File: src/rtl/vball_color_arb.sv
`default_nettype none
// ============================================================================
// vball_color_arb - color RAM port arbiter (bg > cpu/sprite round-robin). Rev 1.0
// ============================================================================
module vball_color_arb #(
  parameter int AW = 11,
  parameter int DW = 12
) (
  input  logic          clk_sys,
  input  logic          reset_n,
  input  logic          bg_req,
  input  logic [AW-1:0] bg_addr,
  output logic          bg_gnt,
  output logic          bg_rvalid,
  input  logic          sp_req,
  input  logic [AW-1:0] sp_addr,
  output logic          sp_gnt,
  output logic          sp_rvalid,
  input  logic          cpu_req,
  input  logic [AW-1:0] cpu_addr,
  input  logic [DW-1:0] cpu_wdata,
  output logic          cpu_gnt,
  output logic          col_busy,
  output logic [DW-1:0] rdata,
  output logic [AW-1:0] ram_addr,
  output logic          ram_we,
  output logic [DW-1:0] ram_din,
  input  logic [DW-1:0] ram_dout
);

  typedef enum logic [1:0] {
    OWN_NONE = 2'd0,
    OWN_BG   = 2'd1,
    OWN_SP   = 2'd2
  } owner_t;

  owner_t own_s1;
  owner_t own_next;
  logic   rr_cpu;
  logic   contended;

  // Background is pixel-timed and always wins; CPU and sprite share the rest.
  always_comb begin
    bg_gnt  = 1'b0;
    sp_gnt  = 1'b0;
    cpu_gnt = 1'b0;
    if (reset_n) begin
      if (bg_req) begin
        bg_gnt = 1'b1;
      end else if (cpu_req && sp_req) begin
        if (rr_cpu) cpu_gnt = 1'b1;
        else        sp_gnt  = 1'b1;
      end else if (cpu_req) begin
        cpu_gnt = 1'b1;
      end else if (sp_req) begin
        sp_gnt = 1'b1;
      end
    end
  end

  assign contended = reset_n & ~bg_req & cpu_req & sp_req;

  always_comb begin
    own_next = OWN_NONE;
    if (bg_gnt)      own_next = OWN_BG;
    else if (sp_gnt) own_next = OWN_SP;
  end

  // Second owner stage lives in the one-hot rvalid flops, aligned with ram_dout.
  always_ff @(posedge clk_sys) begin
    if (!reset_n) begin
      rr_cpu    <= 1'b1;
      own_s1    <= OWN_NONE;
      bg_rvalid <= 1'b0;
      sp_rvalid <= 1'b0;
      col_busy  <= 1'b0;
      ram_we    <= 1'b0;
      ram_addr  <= '0;
      ram_din   <= '0;
    end else begin
      if (contended) rr_cpu <= ~rr_cpu;
      own_s1    <= own_next;
      bg_rvalid <= (own_s1 == OWN_BG);
      sp_rvalid <= (own_s1 == OWN_SP);
      col_busy  <= bg_req | cpu_gnt;
      ram_we    <= cpu_gnt;
      if (bg_gnt) begin
        ram_addr <= bg_addr;
      end else if (sp_gnt) begin
        ram_addr <= sp_addr;
      end else if (cpu_gnt) begin
        ram_addr <= cpu_addr;
        ram_din  <= cpu_wdata;
      end
    end
  end

  assign rdata = ram_dout;

endmodule
`default_nettype wire

File: config.mk
export PLATFORM = sky130hd
export DESIGN_NAME = vball_color_arb
export DESIGN_NICKNAME = d
export VERILOG_FILES = /design/src/rtl/vball_color_arb.sv
export SDC_FILE = /design/constraint.sdc
export NUM_CORES = 1
export LEC_CHECK = 0
export CAP_MARGIN = 20
export CORE_MARGIN = 1
export CORE_UTILIZATION = 38
export CTS_CLUSTER_DIAMETER = 30
export DETAILED_ROUTE_END_ITERATION = 8
export PLACE_DENSITY_LB_ADDON = 0.12
export SLEW_MARGIN = 40
export SYNTH_ARGS = -nofsm -noshare
export SYNTH_HDL_FRONTEND = slang
export SYNTH_SLANG_ARGS = --single-unit
export TNS_END_PERCENT = 100
File: constraint.sdc
create_clock -name clk_sys -period 4.1 [get_ports clk_sys]
set_clock_uncertainty 0.2 [all_clocks]
set_input_delay 0.82 -clock clk_sys [delete_from_list [all_inputs] [get_ports clk_sys]]
set_output_delay 0.82 -clock clk_sys [all_outputs]
set_load 0.03 [all_outputs]
Word level (Yosys, flattened, before mapping)

Index checks and enable logic that the tools add are counted.

Register bits after elaboration: 30
Logic and storage cells: 42

Mux-type cells: 18
Eq/ne operators: 2
Reductions and logical operators: 4
Bitwise gates (word level): 9

Operators by type and width:

| kind                                                             | number |
|---|---|
| 11-bit two-way mux                                               | 3 |
| 1-bit two-way mux                                                | 14 |
| 1-bit inverter                                                   | 5 |
| 1-bit bitwise AND                                                | 3 |
| 3-bit AND reduction                                              | 1 |
| 3-bit nonzero test                                               | 1 |
| 2-bit by 1-bit == test with 1-bit output (second input constant) | 1 |
| 2-bit == test (second input constant)                            | 1 |
| 2-bit two-way mux                                                | 1 |
| 2-bit OR reduction                                               | 1 |
| 1-bit logical AND                                                | 1 |
| 1-bit OR                                                         | 1 |

Depth between registers and ports, before layout

Word-level depth: 7
Gate-level depth with buffers: 5
Gate-level depth less buffers: 3

Least setup slack after synthesis

Ideal clock, no wire load.

Kind: in2out
Start: input port bg_req
End: output port sp_gnt
Data arrival time: 1567 ps
Stages: 3
Path buffers: 1
Path slack: 1513 ps
Cells stage by stage: nand3b_4 -> clkbuf_1 -> nor2_1

Cells in the longest elaborated chain, start to end: 2

Ends and longest elaborated chain:

| what               | RTL line | source |
|---|---|---|
| start: declaration | 11       | `input logic bg_req,` |
| 1-bit two-way mux  | 48       | `if (bg_req) begin` |
| 1-bit two-way mux  | 47       | `if (reset_n) begin` |
| end: declaration   | 17       | `output logic sp_gnt,` |

Every way passes these cells.

Worst setup path in the final report

Start: input port reset_n
End: output port bg_gnt

Cells in the longest elaborated chain, start to end: 1

Ends and longest elaborated chain:

| what               | RTL line | source |
|---|---|---|
| start: declaration | 10       | `input logic reset_n,` |
| 1-bit two-way mux  | 47       |  |
| end: declaration   | 13       | `output logic bg_gnt,` |

Every way passes these cells.

==> flow_summary.html <==
<table>
<tr><th>Metric</th><th>Value</th></tr>
<tr><th colspan="2">Clock tree</th></tr>
<tr><td>Clock-pin slew on the worst setup and hold paths</td><td>about 0.060 ns</td></tr>
<tr><td>Count of H-tree levels built during CTS</td><td>2</td></tr>
<tr><td># hold bufs at CTS</td><td>0</td></tr>
<tr><td>TritonCTS Sinks</td><td>30</td></tr>
<tr><td>Cts repair resizes</td><td>0</td></tr>
<tr><td>Maximum number of buffers from clock root to sink</td><td>2</td></tr>
<tr><td># Post-CTS Setup Buffers</td><td>0</td></tr>
<tr><td>TritonCTS clock tree</td><td>yes</td></tr>
<tr><td>Clk Tree Root Cell</td><td>clkbuf_8</td></tr>
<tr><td>Number of CTS-inserted buffers</td><td>5</td></tr>
<tr><td>Worst-Skew Late Latency</td><td>around 0.28 ns</td></tr>
<tr><th colspan="2">Die</th></tr>
<tr><td>DIE WIDTH</td><td>approximately 66 µm</td></tr>
<tr><td># rows</td><td>22</td></tr>
<tr><td>Starting utilization of the core area</td><td>41.2%</td></tr>
<tr><td>Core footprint</td><td>around 0.0038 mm²</td></tr>
<tr><td>Vertical die dimension</td><td>approximately 66 µm</td></tr>
<tr><td>Number of ports placed on the die boundary</td><td>~100</td></tr>
<tr><td>Overall die area</td><td>about 0.0044 mm²</td></tr>
<tr><th colspan="2">Synthesis</th></tr>
<tr><td>Main flop type after synthesis</td><td>dfxtp_1</td></tr>
<tr><td>Synth warn</td><td>0</td></tr>
<tr><td>Post-Syn Nets</td><td>between 200 and 250</td></tr>
<tr><td>Share of async-settable or async-resettable flops after synthesis</td><td>0%</td></tr>
<tr><td>Share of the synthesized area in the top cell type</td><td>38.4%</td></tr>
<tr><td>Gate Count Post-Synth</td><td>between 150 and 200</td></tr>
<tr><td>Proportion of synthesized chip area in sequential cells</td><td>around two fifths</td></tr>
<tr><td>Mapped Avg Cell Area</td><td>~8.6 µm²</td></tr>
<tr><td>Area contributors post-synth</td><td>dfxtp_1 38%, o21ai_0 7.4%, buf_4 6.2%</td></tr>
<tr><td>Biggest area consumer among synthesized cells</td><td>dfxtp_1</td></tr>
<tr><td>Netlist cell types</td><td>29</td></tr>
<tr><td>Number of enable-type register cells in the synthesized netlist</td><td>0</td></tr>
<tr><td>Synthesized area</td><td>0.00156 mm²</td></tr>
<tr><td>#FFs+latches synth</td><td>30</td></tr>
<tr><th colspan="2">Global routing</th></tr>
<tr><td>Overall global routing resource usage</td><td>20.6%</td></tr>
<tr><td>Global-route wire length before repair</td><td>6.62 mm</td></tr>
<tr><td>Leftover overflow at the end of global routing</td><td>0</td></tr>
<tr><td>Maximum number of pins on one net before global-route repair</td><td>39</td></tr>
<tr><td>Number of global-route vias before repair</td><td>~1,400</td></tr>
<tr><td>Number of antenna violations at the first check in global routing</td><td>0</td></tr>
<tr><th colspan="2">Setup path</th></tr>
<tr><td>Crit Reg-Reg Endpoint</td><td>col_busy$_SDFF_PN0_</td></tr>
<tr><td>Cell with the most instances on the worst path</td><td>clkdlybuf4s50_1</td></tr>
<tr><td>Worst Setup Start Kind</td><td>input pin</td></tr>
<tr><td>Top Family by Delay on Critical Path</td><td>buffers and inverters</td></tr>
<tr><td>Internal reg-to-reg setup slack</td><td>roughly 2.6 ns</td></tr>
<tr><td>Startpoint-to-endpoint class of the critical path</td><td>input pin to output port</td></tr>
<tr><td>Crit path DAT</td><td>roughly 2.4 ns</td></tr>
<tr><td>Critical Path End Type</td><td>output port</td></tr>
<tr><td>Launching point of the worst reg2reg path</td><td>rr_cpu$_SDFFE_PN1P_</td></tr>
<tr><td>Cell at the slowest stage of the critical path</td><td>clkdlybuf4s50_1</td></tr>
<tr><td>Number of cells on the critical path</td><td>3</td></tr>
<tr><td>Worst reg-to-reg path cell count</td><td>3</td></tr>
<tr><td>Cell Chain, Critical Path</td><td>clkdlybuf4s50_1 &gt; and2_1 &gt; clkdlybuf4s50_1</td></tr>
<tr><td>Count of buffering cells on the critical path with inverters included</td><td>2</td></tr>
<tr><td>CP required</td><td>approximately 3.1 ns</td></tr>
<tr><td>Crit Path Max Fanout</td><td>12</td></tr>
<tr><td>Max stage delay on crit path</td><td>approximately 0.70 ns</td></tr>
<tr><td>Startpoint of the most critical setup path</td><td>reset_n</td></tr>
<tr><th colspan="2">Timing</th></tr>
<tr><td>Normalized max-slew margin</td><td>60.3%</td></tr>
<tr><td>Count of final setup violators</td><td>0</td></tr>
<tr><td>Share of the clock period used by the worst path after layout</td><td>83.0%</td></tr>
<tr><td>Setup Total Neg Slack</td><td>0 ns</td></tr>
<tr><td>Final Hold Violating Endpoints</td><td>0</td></tr>
<tr><td>Final min period</td><td>between 3 and 4 ns</td></tr>
<tr><td>Worst setup margin</td><td>0.698 ns</td></tr>
<tr><td>Transition time at the pin with the least slew margin</td><td>approximately 0.59 ns</td></tr>
<tr><td>Achievable clock frequency</td><td>approximately 290 MHz</td></tr>
<tr><td>Unrepaired setup endpoints after global routing</td><td>no</td></tr>
<tr><td>Number of slew-limit violations in the final report</td><td>0</td></tr>
<tr><th colspan="2">Route</th></tr>
<tr><td>Final WL</td><td>4.29 mm</td></tr>
<tr><td>Via-per-instance ratio</td><td>5.25</td></tr>
<tr><td>Count of unresolved DRC violations after routing</td><td>0</td></tr>
<tr><td>Total via count in the routed design</td><td>around 1,500</td></tr>
<tr><td>Wirelength per Cell</td><td>about 15 µm</td></tr>
<tr><td>Iter 0 DRT Violations</td><td>64</td></tr>
<tr><td>DRT antenna net count</td><td>0</td></tr>
<tr><td>Pre-antenna DRT Iters</td><td>4</td></tr>
<tr><th colspan="2">Placement</th></tr>
<tr><td>Gp weighted congestion</td><td>between 0.7 and 0.8</td></tr>
<tr><td>Worst setup slack after placement</td><td>0.704 ns</td></tr>
<tr><td>HPWL after detailed placement</td><td>between 3 and 4 mm</td></tr>
<tr><td>IO Port Bufs</td><td>about 80</td></tr>
<tr><th colspan="2">Power and ir drop</th></tr>
<tr><td>Leakage component of the power</td><td>0.833 nW</td></tr>
<tr><td>Power density normalized to cell area</td><td>roughly 310 mW/mm²</td></tr>
<tr><td>Worst IR drop on VDD</td><td>about 130 µV</td></tr>
<tr><th colspan="2">Job</th></tr>
<tr><td>MaxCap Viol Count</td><td>0</td></tr>
<tr><th colspan="2">Hold path</th></tr>
<tr><td>Number of cells traversed by the worst hold path</td><td>1</td></tr>
<tr><td>Hold Crit Class</td><td>flop to flop</td></tr>
<tr><td>End of the worst hold path</td><td>bg_rvalid$_SDFF_PN0_</td></tr>
<tr><td>Worst hold start</td><td>own_s1[1]$_SDFF_PP0_</td></tr>
<tr><th colspan="2">Cells and area</th></tr>
<tr><td>Ratio of cells with drive above 1 in the final layout</td><td>about 8%</td></tr>
<tr><td>Fillers</td><td>between 300 and 400</td></tr>
<tr><td>Growth of design area from synthesis to finish</td><td>50.4%</td></tr>
<tr><td>Net count of the finished layout</td><td>slightly above 300</td></tr>
<tr><td>Final antenna diode count</td><td>0</td></tr>
<tr><th colspan="2">Outcome</th></tr>
<tr><td>Run status</td><td>finished clean</td></tr>
</table>
==> worst register-to-register path, stage by stage, from the launching register on <==
cell and delay, ns:
dfxtp_1 0.33, and2b_1 0.45, nor2_1 0.12, or2_2 0.28
==> logic make-up after synthesis <==
family	synth area share, %
buffers and inverters	11.0
xor gates and xnor gates	0.560
and+or+nand+nor	22.9
DFF	38.4
AOI/OAI and AO/OA	27.2
==> Yosys cell counts, types with 2 or more instances <==
master and number:
and2_1 2, nand3_1 12, or2_2 2, buf_4 13, nand3b_1 2, nor2_1 5
buf_2 4, or3b_2 4, a21oi_1 11, dfxtp_1 30, o21ai_0 23, and3b_1 2
nand2b_1 11, nand2_1 2, or3b_1 7, a21boi_0 2, clkbuf_1 9, a21boi_1 10
o311ai_0 11, a31oi_1 11
==> registers in the layout (all words and copies together), names as in the netlist <==
register	count
ram_din	12
own_s1	2
bg_rvalid	1
ram_we	1
ram_addr	11
col_busy	1
rr_cpu	1
sp_rvalid	1
==> placed cells by master, fill, tap and decap left out, types with 7 or more instances in the layout <==
cell              n
a21boi_1         10
a21oi_1          11
a31oi_1          11
clkdlybuf4s50_1  77
dfxtp_1          30
nand2b_1         11
nand3_1          12
o21ai_0          23
o311ai_0         11
or3b_1            7
==> layout make-up <==
type,instances,area (µm²),area share [%]
tap,48,60.1,2.55
sequential,30,601,25.5
multi-input combinational,123,792,33.7
timing repair buffer,82,808,34.4
clock buffer,7,86.3,3.67
clock inverter,1,5.00,0.213
==> power by group <==
group          internal (mW)  total (mW)  switching, mW
Combinational         0.0908       0.173         0.0820
Clock                  0.135       0.244          0.109
Sequential             0.308       0.315        0.00766
Total                  0.534       0.732          0.199
==> routing by layer <==
layer	vias up	wire length [µm]	GRT usage, %
met2	59	1890	32.3
li1	776	-	-
met1	673	1900	24.2
met4	0	208	14.6
met3	19	297	5.17
met5	-	0	0
==> worst max path at each step <==
stage / end / slack (ns)
floorplan: sp_gnt / 1.51
global placement: bg_gnt / 0.71
detailed placement: bg_gnt / 0.70
CTS: bg_gnt / 0.70
global route: cpu_gnt / 0.56
finish: bg_gnt / 0.70
==> through the flow <==
step | area (µm²) | utilization, % | instances | hold slack, ns | power [mW]
after floorplan | 1560 | - | 182 | 0.183 | 0.427
after global placement | 2260 | 59.5 | 283 | 0.199 | 0.494
after detailed placement | 2260 | 59.5 | 283 | 0.195 | 0.494
after CTS | 2350 | 61.9 | 291 | 0.209 | 0.740
after global routing | 2350 | 61.9 | 291 | 0.222 | 0.762
final | 2350 | 61.9 | 291 | 0.209 | 0.732
Note: power is estimated with default switching activity, not from simulation.
